`src/rtl/snes_pad_responder_if.sv`:
```
// Host-side signal bundle for the SNES pad responder: latch/pulse/buttons in,
// serial reply and status out.
interface snes_pad_responder_if;
  logic        LATCH;
  logic        PULSE;
  logic [11:0] BUTTONS;
  logic        DATA;
  logic        BUSY;
  logic        FRAME_DONE;
  logic [7:0]  POLL_COUNT;

  modport master (
    output LATCH, PULSE, BUTTONS,
    input  DATA, BUSY, FRAME_DONE, POLL_COUNT
  );

  modport slave (
    input  LATCH, PULSE, BUTTONS,
    output DATA, BUSY, FRAME_DONE, POLL_COUNT
  );
endinterface

```
`src/rtl/snes_pad_responder.sv`:
```
// SNES controller emulator: answers host LATCH/PULSE polls with a 16-bit serial frame.
// Optional input glitch filter enabled by defining SNES_RESP_GLITCH_FILTER_EN.
module snes_pad_responder #(
  parameter int unsigned TIMEOUT_CYCLES = 50000
) (
  input logic                 CLOCK,
  input logic                 CLR,
  snes_pad_responder_if.slave pad
);

  localparam int unsigned TmoW = $clog2(TIMEOUT_CYCLES + 1);

  typedef enum logic [1:0] {StIdle, StLoad, StShift, StDone} state_e;

  logic [1:0] latch_sync, pulse_sync;
  logic       latch_cur, pulse_cur;
  logic       latch_prev_q, pulse_prev_q;
  logic       latch_rise, latch_fall, pulse_rise;

  always_ff @(posedge CLOCK or posedge CLR) begin
    if (CLR) begin
      latch_sync <= 2'b00;
      pulse_sync <= 2'b11;
    end else begin
      latch_sync <= {latch_sync[0], pad.LATCH};
      pulse_sync <= {pulse_sync[0], pad.PULSE};
    end
  end

`ifdef SNES_RESP_GLITCH_FILTER_EN
  // Two-deep history of each synchronized input; the filtered value (held in
  // the edge detector's previous-value flop) moves only on three equal samples.
  logic [1:0] latch_hist, pulse_hist;

  always_ff @(posedge CLOCK or posedge CLR) begin
    if (CLR) begin
      latch_hist <= 2'b00;
      pulse_hist <= 2'b11;
    end else begin
      latch_hist <= {latch_hist[0], latch_sync[1]};
      pulse_hist <= {pulse_hist[0], pulse_sync[1]};
    end
  end

  assign latch_cur = (latch_sync[1] == latch_hist[0] && latch_sync[1] == latch_hist[1]) ?
                     latch_sync[1] : latch_prev_q;
  assign pulse_cur = (pulse_sync[1] == pulse_hist[0] && pulse_sync[1] == pulse_hist[1]) ?
                     pulse_sync[1] : pulse_prev_q;
`else
  assign latch_cur = latch_sync[1];
  assign pulse_cur = pulse_sync[1];
`endif

  always_ff @(posedge CLOCK or posedge CLR) begin
    if (CLR) begin
      latch_prev_q <= 1'b0;
      pulse_prev_q <= 1'b1;
    end else begin
      latch_prev_q <= latch_cur;
      pulse_prev_q <= pulse_cur;
    end
  end

  assign latch_rise = latch_cur & ~latch_prev_q;
  assign latch_fall = ~latch_cur & latch_prev_q;
  assign pulse_rise = pulse_cur & ~pulse_prev_q;

  state_e            state_q, state_d;
  logic [15:0]       sreg_q, sreg_d;
  logic [4:0]        bit_cnt_q, bit_cnt_d;
  logic [TmoW-1:0]   tmo_q, tmo_d;
  logic              busy_q, busy_d;
  logic              frame_done_q, frame_done_d;
  logic [7:0]        poll_q, poll_d;
  logic [15:0]       load_word;

  // Top nibble is the released ID field; buttons are sent active-low.
  assign load_word = {4'b1111, ~pad.BUTTONS};

  always_comb begin
    state_d      = state_q;
    sreg_d       = sreg_q;
    bit_cnt_d    = bit_cnt_q;
    tmo_d        = tmo_q;
    frame_done_d = 1'b0;
    poll_d       = poll_q;

    if (latch_rise) begin
      // Re-latch wins over everything, including a same-cycle pulse edge.
      state_d   = StLoad;
      sreg_d    = load_word;
      bit_cnt_d = 5'd0;
      tmo_d     = '0;
    end else begin
      case (state_q)
        StIdle: ;
        StLoad: begin
          sreg_d = load_word;
          if (latch_fall) begin
            state_d   = StShift;
            bit_cnt_d = 5'd0;
            tmo_d     = '0;
          end
        end
        StShift: begin
          if (pulse_rise) begin
            sreg_d    = {1'b0, sreg_q[15:1]};
            bit_cnt_d = bit_cnt_q + 5'd1;
            tmo_d     = '0;
            if (bit_cnt_q == 5'd15) begin
              state_d      = StDone;
              frame_done_d = 1'b1;
              poll_d       = poll_q + 8'd1;
            end
          end else if (tmo_q == TmoW'(TIMEOUT_CYCLES - 1)) begin
            state_d = StIdle;
            sreg_d  = '1;
            tmo_d   = '0;
          end else begin
            tmo_d = tmo_q + TmoW'(1);
          end
        end
        StDone: sreg_d = '0;
        default: begin
          state_d = StIdle;
          sreg_d  = '1;
        end
      endcase
    end

    busy_d = (state_d == StLoad) || (state_d == StShift);
  end

  always_ff @(posedge CLOCK or posedge CLR) begin
    if (CLR) begin
      state_q      <= StIdle;
      sreg_q       <= 16'hFFFF;
      bit_cnt_q    <= 5'd0;
      tmo_q        <= '0;
      busy_q       <= 1'b0;
      frame_done_q <= 1'b0;
      poll_q       <= 8'd0;
    end else begin
      state_q      <= state_d;
      sreg_q       <= sreg_d;
      bit_cnt_q    <= bit_cnt_d;
      tmo_q        <= tmo_d;
      busy_q       <= busy_d;
      frame_done_q <= frame_done_d;
      poll_q       <= poll_d;
    end
  end

  assign pad.DATA       = sreg_q[0];
  assign pad.BUSY       = busy_q;
  assign pad.FRAME_DONE = frame_done_q;
  assign pad.POLL_COUNT = poll_q;

endmodule

```
`src/flat_wrapper.sv`:
```
// flat-port wrapper written by rule: the top's interface ports become plain ports
module snes_pad_responder_flat 
#(
  parameter int unsigned TIMEOUT_CYCLES = 50000
)
  (CLOCK, CLR, pad_LATCH, pad_PULSE, pad_BUTTONS, pad_DATA, pad_BUSY, pad_FRAME_DONE, pad_POLL_COUNT);
  snes_pad_responder_if pad_i ();
  input logic CLOCK;
  input logic CLR;
  input wire logic [$bits(pad_i.LATCH)-1:0] pad_LATCH;
  input wire logic [$bits(pad_i.PULSE)-1:0] pad_PULSE;
  input wire logic [$bits(pad_i.BUTTONS)-1:0] pad_BUTTONS;
  output wire logic [$bits(pad_i.DATA)-1:0] pad_DATA;
  output wire logic [$bits(pad_i.BUSY)-1:0] pad_BUSY;
  output wire logic [$bits(pad_i.FRAME_DONE)-1:0] pad_FRAME_DONE;
  output wire logic [$bits(pad_i.POLL_COUNT)-1:0] pad_POLL_COUNT;
  assign pad_i.LATCH = pad_LATCH;
  assign pad_i.PULSE = pad_PULSE;
  assign pad_i.BUTTONS = pad_BUTTONS;
  assign pad_DATA = pad_i.DATA;
  assign pad_BUSY = pad_i.BUSY;
  assign pad_FRAME_DONE = pad_i.FRAME_DONE;
  assign pad_POLL_COUNT = pad_i.POLL_COUNT;
  snes_pad_responder #(.TIMEOUT_CYCLES(TIMEOUT_CYCLES)) u_core (.CLOCK(CLOCK), .CLR(CLR), .pad(pad_i));
endmodule
```
`config.mk`:
```
export PLATFORM = sky130hd
export DESIGN_NAME = snes_pad_responder_flat
export DESIGN_NICKNAME = d
export VERILOG_FILES = /design/src/rtl/snes_pad_responder_if.sv /design/src/rtl/snes_pad_responder.sv /design/src/flat_wrapper.sv
export SDC_FILE = /design/constraint.sdc
export NUM_CORES = 1
export LEC_CHECK = 0
export BUFFER_PORTS_ARGS = -buffer_cell sky130_fd_sc_hd__buf_2
export CAP_MARGIN = 25
export CORE_MARGIN = 10
export CORE_UTILIZATION = 60
export DETAILED_ROUTE_END_ITERATION = 16
export GPL_ROUTABILITY_DRIVEN = 1
export GPL_TIMING_DRIVEN = 0
export MAX_ROUTING_LAYER = met4
export PLACE_DENSITY_LB_ADDON = 0.08
export SLEW_MARGIN = 20
export SYNTH_ARGS = -nofsm -noshare
export SYNTH_HDL_FRONTEND = slang
export SYNTH_SLANG_ARGS = --single-unit
```
`constraint.sdc`:
```
create_clock -name CLOCK -period 5.6 [get_ports CLOCK]
set_input_delay 1.68 -clock CLOCK [delete_from_list [all_inputs] [get_ports CLOCK]]
set_output_delay 1.68 -clock CLOCK [all_outputs]
set_load 0.1 [all_outputs]
```
==> flow_summary.toml, run 1 <==
[worst_hold_path]
hp-class = "reg2reg"
hold_depth = 0
whs_endpoint = "u_core.latch_sync[1]"
worstHoldStart = "u_core.latch_sync[0]"

[worst_setup_path]
startpoint = "u_core.sreg_q[0]"
crit_buf_inv = 1
cp_max_fo = 2
cp-end-kind = "primary output"
worstPathArrival_ns = 1.28
required_ns = 3.92
slowest_stage = "dfstp_2"
slowest_delay_ns = 0.54
rrSetupSlack_ns = 3.41
start_kind = "flip-flop"
reg2reg_depth = 8
crit_type = "reg2out"
cp_top_family = "flip-flops"
reg2reg_to = "u_core.pad.POLL_COUNT[5]"
crit_chain = "buf_2"
r2r_start = "u_core.bit_cnt_q[0]"

[cts]
cts_tree = "done"
cts-root-buf = "clkbuf_8"
insertion_delay_ns = 0.32
htree_levels = 2
cts_resized = 0
clkTransAtPathRegs_ns = 0.11
cts_setup_buffers = 0
cts.sinks = 55
hold_buffers = 0
cts_buffers = 5
cts_max_path_buffers = 2

[timing]
maxSlewHeadroom_pct = 57.4
drv_slew = 0
skew_ns = 0.0125
finalCritPeriodShare_pct = 52.9
worst_pin_slew_ns = 0.639
fin_tns_setup_ns = 0
hold_viol = 0
finalCriticalPeriod_ns = 2.96
max_clock_freq_ghz = 0.337
rsz0062_at_grt = "false"
setup_violations = 0
setup_ws_ns = 2.64

[final_layout]
num-fill-cells = 383
area_delta_synth_final_pct = 10.2
instances_no_fill = 369
n_antenna_cell = 0
final_layout_size_suffix_gt1_share_pct = 26.7
nNetsFinal = 337

[routing]
drt_first_iter_violations = 56
wl_um = 5660
dr_total_vias = 2137
vias_per_cell = 5.79
post_drt_wl_per_cell_um = 15.3
drt_pass1_iterations = 4
antenna_left = 0
drc_errors = 0

[die]
core_area_um2 = 4660
die-area_um2 = 7920
die_height_um = 89
rows = 25
start_util_pct = 61.3
ios = 27
fp.dieW_um = 89

[power_and_ir_drop]
max-vdd-ir-drop_v = 0.000340
cellPowerDensity_nw_per_um2 = 389
p_leak_uw = 0.00140

[grt]
grt_pass1_vias = 2205
grt_usage_pct = 16.2
grt_max_degree = 56
antenna_found_initial = 0
grt.overflow.total = 0
grt_first_pass_wirelength_um = 9890

[synthesis]
yosys_warnings = 0
synth.avg_cell_area_um2 = 10.2
synth_area_leaders = "dfrtp_1, dfstp_2, o21ai_0, nor2_1, o22a_1"
syn_nets = 304
synth_top_cell_area_share_pct = 31.5
yosysTopAreaCell = "dfrtp_1"
yosysUniqueCellTypes = 54
synth_most_common_cell = "dfrtp_1"
synth_flop_cell = "dfrtp_1"
synth_seq_cells = 55
netlist_instances = 281
synth_seq_area_share_pct = 49.0
synth_edf_count = 0
synthArstFlopShare_pct = 100
ys_top_cells_by_count = "dfrtp_1, nor2_1, o21ai_0, nand2_1, dfstp_2"
synth_area_um2 = 2860

[outcome]
status = "complete, no violations"

[placed_design]
gp_congestion = 0.800
dp_cells = 361
portBuffers = 26
hpwlAfterDp_um = 4060
dp_slack_ns = 3.00

[flow_run]
maxCapViolations = 0
## worst max path at each step
stage,depth (start not counted),end
floorplan,1,u_core.bit_cnt_q[0]
global placement,2,u_core.bit_cnt_q[2]
detailed placement,1,pad_DATA
CTS,1,pad_DATA
global route,1,pad_DATA
finish,1,pad_DATA
## where the power goes
group	internal, uW	switching, uW	leakage (uW)
combinational	149	301	0.000666
clock	90.0	133	0.0000466
sequential	512	40.2	0.000690
total	751	474	0.00140
## state kept, by name, indices dropped and copies added, names as in the netlist
signal                 cells
u_core.bit_cnt_q           5
u_core.pad.FRAME_DONE      1
u_core.pulse_sync          2
u_core.latch_prev_q        1
u_core.tmo_q              16
u_core.sreg_q             16
u_core.pad.BUSY            1
u_core.pulse_prev_q        1
u_core.state_q             2
u_core.pad.POLL_COUNT      8
u_core.latch_sync          2
## placed cells by master, fill, tap and decap left out, types with 2 or more instances in the layout
| master | count |
|---|---|
| clkbuf_1 | 6 |
| o22ai_1 | 2 |
| o21ai_1 | 3 |
| xor2_1 | 10 |
| and3_2 | 2 |
| dfrtp_1 | 36 |
| a21o_1 | 4 |
| nand3b_1 | 2 |
| a22o_1 | 2 |
| o22a_1 | 12 |
| inv_6 | 2 |
| and3_1 | 6 |
| nand2b_1 | 3 |
| ha_1 | 7 |
| clkbuf_8 | 5 |
| o21ai_0 | 28 |
| nor3_1 | 2 |
| nand4_1 | 7 |
| dfstp_2 | 19 |
| o211ai_1 | 5 |
| and4_2 | 2 |
| o2111ai_1 | 5 |
| mux2_2 | 3 |
| nor2_1 | 33 |
| nand3_1 | 4 |
| nand2_1 | 21 |
| xnor2_1 | 7 |
| o221ai_1 | 2 |
| a21oi_1 | 10 |
| inv_1 | 7 |
| buf_2 | 31 |
## final cells by class
class | instances | area (um2) | area share [%]
flip-flops and latches | 55 | 1400 | 44.5
well taps | 54 | 67.6 | 2.15
inverters | 8 | 32.5 | 1.03
repair buffers | 26 | 130 | 4.14
plain buffers | 14 | 67.6 | 2.15
clock buffers | 5 | 68.8 | 2.19
clock inverters | 3 | 21.3 | 0.676
multi-input cells | 204 | 1360 | 43.2
## cell families (layout without fill, tap and decap cells)
| family | Yosys count | in the layout | share of synthesized area, % |
|---|---|---|---|
| buffers and inverters | 22 | 56 | 3.42 |
| AND/OR/NAND/NOR | 98 | 98 | 19.5 |
| XOR/XNOR | 17 | 17 | 5.21 |
| AO/OA/AOI/OAI | 79 | 79 | 18.6 |
| adder cells (fa/ha/maj) | 7 | 7 | 3.07 |
| flip-flops | 55 | 55 | 49.0 |
| multiplexers | 3 | 3 | 1.18 |
## per-layer routing
layer | track usage, % | wire length [um] | vias to the layer above
met5 | - | 0 | -
li1 | - | - | 1073
met1 | 18.9 | 2570 | 1026
met3 | 4.47 | 197 | 7
met2 | 26.9 | 2820 | 31
met4 | 4.34 | 66 | 0
## metrics by stage
stage	hold WS (ns)	total power (uW)	utilization (%)	cell area (um2)
after CTS	0.366	1240	67.5	3150
after floorplan	0.331	912	-	2860
after global placement	0.333	1000	65.5	3050
after detailed placement	0.343	1010	65.6	3060
after global routing	0.383	1320	67.5	3150
final	0.362	1220	67.5	3150
Power figures use the tool's default switching activity.
==> inputs of run 2 (changes only) <==
--- a/config.mk
+++ b/config.mk
@@ -8,7 +8,7 @@
 export BUFFER_PORTS_ARGS = -buffer_cell sky130_fd_sc_hd__buf_2
 export CAP_MARGIN = 25
 export CORE_MARGIN = 10
-export CORE_UTILIZATION = 60
+export CORE_UTILIZATION = 59
 export DETAILED_ROUTE_END_ITERATION = 16
 export GPL_ROUTABILITY_DRIVEN = 1
 export GPL_TIMING_DRIVEN = 0
==> constraint.sdc (replaced) <==
create_clock -name CLOCK -period 2.76 [get_ports CLOCK]
set_input_delay 0.828 -clock CLOCK [delete_from_list [all_inputs] [get_ports CLOCK]]
set_output_delay 0.828 -clock CLOCK [all_outputs]
set_load 0.1 [all_outputs]
==> run 2 against run 1 <==
Net effect: first-iteration DRC count grew 66%; sequential share of layout area fell by 0.35 points; final area is 0.80% higher; final cell count grew 3.5%; global-route usage down 0.27 points; die area is 1.3% higher; worst hold slack better by 0.00067 ns; routed wire length is 1.4% higher; sequential power is 100% higher; count of clock-buffer cells in the layout is 1 higher; combinational power up 100%; clock skew decreased by 0.0043 ns; critical path type is now reg2reg; largest cell class unchanged; highest routed layer unchanged.
==> flow_summary.toml, run 2 (synthesized netlist as in run 1, its figures left out) <==
[outcome]
status = "complete, no violations"

[timing]
hold_viol = 0
finalCriticalPeriod_ns = 2.23
drv_slew = 0
worst_pin_slew_ns = 0.656
skew_ns = 0.00826
finalCritPeriodShare_pct = 80.7
rsz0062_at_grt = "false"
max_clock_freq_ghz = 0.449
setup_violations = 0
fin_tns_setup_ns = 0
maxSlewHeadroom_pct = 56.3

[final_layout]
num-fill-cells = 391
final_common_cell = "dfrtp_1"
final_layout_size_suffix_gt1_share_pct = 27.0
n_antenna_cell = 0
nNetsFinal = 337
final_cell_mix = "dfrtp_1, nor2_1, buf_2"
area_delta_synth_final_pct = 11.0
final_area_um2 = 3170

[cts]
clkTransAtPathRegs_ns = 0.10
cts.sinks = 55
cts_max_path_buffers = 2
cts_buffers = 5
hold_buffers = 0
htree_levels = 2
cts_resized = 0
cts-root-buf = "clkbuf_8"
cts_tree = "done"
insertion_delay_ns = 0.31
cts_setup_buffers = 0

[die]
fp.dieW_um = 89.6
die-area_um2 = 8020
die_height_um = 89.6
ios = 27
rows = 25
start_util_pct = 60.5
core_area_um2 = 4720

[grt]
antenna_found_initial = 0
grt_max_degree = 56
grt_pass1_vias = 2170
grt_usage_pct = 15.9
grt_first_pass_wirelength_um = 9940
grt.overflow.total = 0

[routing]
vias_per_cell = 5.70
drt_first_iter_violations = 93
wl_um = 5740
drc_errors = 0
antenna_left = 0
drt_pass1_iterations = 4
post_drt_wl_per_cell_um = 15.0
dr_total_vias = 2178

[placed_design]
gp_congestion = 0.808
hpwlAfterDp_um = 4040
portBuffers = 26
post_dp_cell_area_um2 = 3070

[power_and_ir_drop]
p_leak_uw = 0.00140
cellPowerDensity_nw_per_um2 = 790
max-vdd-ir-drop_v = 0.000601
total_power_uw = 2510

[worst_setup_path]
worstPathArrival_ns = 2.48
required_ns = 3.01
crit_type = "reg2reg"
cp_max_fo = 10
start_kind = "flip-flop"
cp-end-kind = "flip-flop"

[flow_run]
maxCapViolations = 0

[worst_hold_path]
hp-class = "reg2reg"
run 2: changes by cell type in the layout (fill, tap and decap cells not counted):
cell,previous run,this run
inv_6,2,0
clkinv_1,1,0
clkinvlp_4,0,1
clkbuf_8,5,6
clkinv_4,0,1
run 2: final cells by class:
type                       instances  area, um2  share of cell area [%]
multi-input combinational        204       1360                    42.8
tap                               67       83.8                    2.64
clock inverter                     2       16.3                   0.513
buffer                            14       67.6                    2.13
inverter                           8       32.5                    1.03
timing repair buffer              26        130                    4.10
clock buffer                       6       82.6                    2.60
sequential                        55       1400                    44.1
run 2: critical path, stage by stage (launching register included):
cell,delay [ns]
dfrtp_1,0.46
inv_1,0.16
ha_1,0.17
clkbuf_1,0.30
nor2_1,0.10
nor2_2,0.27
clkbuf_1,0.41
a21oi_1,0.14
a21o_1,0.17
run 2: stage by stage:
stage          cells  utilization, %  hold WS, ns  worst slack (ns)
2_1_floorplan    281               -        0.331             0.621
3_3_place_gp     374            65.0        0.332           -0.0622
3_5_place_dp     374            65.1        0.348             0.574
4_1_cts          382            67.2        0.365             0.582
5_1_grt          382            67.2        0.373             0.357
6_report         382            67.2        0.363             0.531
run 2: where the power goes:
group | total (uW) | internal (uW) | switching, uW
combinational | 917 | 303 | 614
clock | 463 | 205 | 258
sequential | 1130 | 1040 | 88.0
total | 2510 | 1550 | 960
run 2: final timing paths:
check,slack [ns],end,from,depth (start not counted)
max in group asynchronous,1.70,u_core.bit_cnt_q[1],CLR,2
worst max register to register,0.53,u_core.sreg_q[13],u_core.state_q[0],8
worst min register to register,0.36,u_core.pulse_sync[1],u_core.pulse_sync[0],0
worst min-delay path,0.36,u_core.pulse_sync[1],u_core.pulse_sync[0],0
min in group asynchronous,0.61,u_core.pad.POLL_COUNT[5],CLR,2
worst max-delay path,0.53,u_core.sreg_q[13],u_core.state_q[0],8
run 2: metal layers:
metal  track usage, %  share of wire [%]  up-vias
met5                -                  0        -
li1                 -                  -     1068
met3             3.43                3.3        6
met1             19.1                 45     1065
met4             4.19                1.0        0
met2             26.6                 50       39
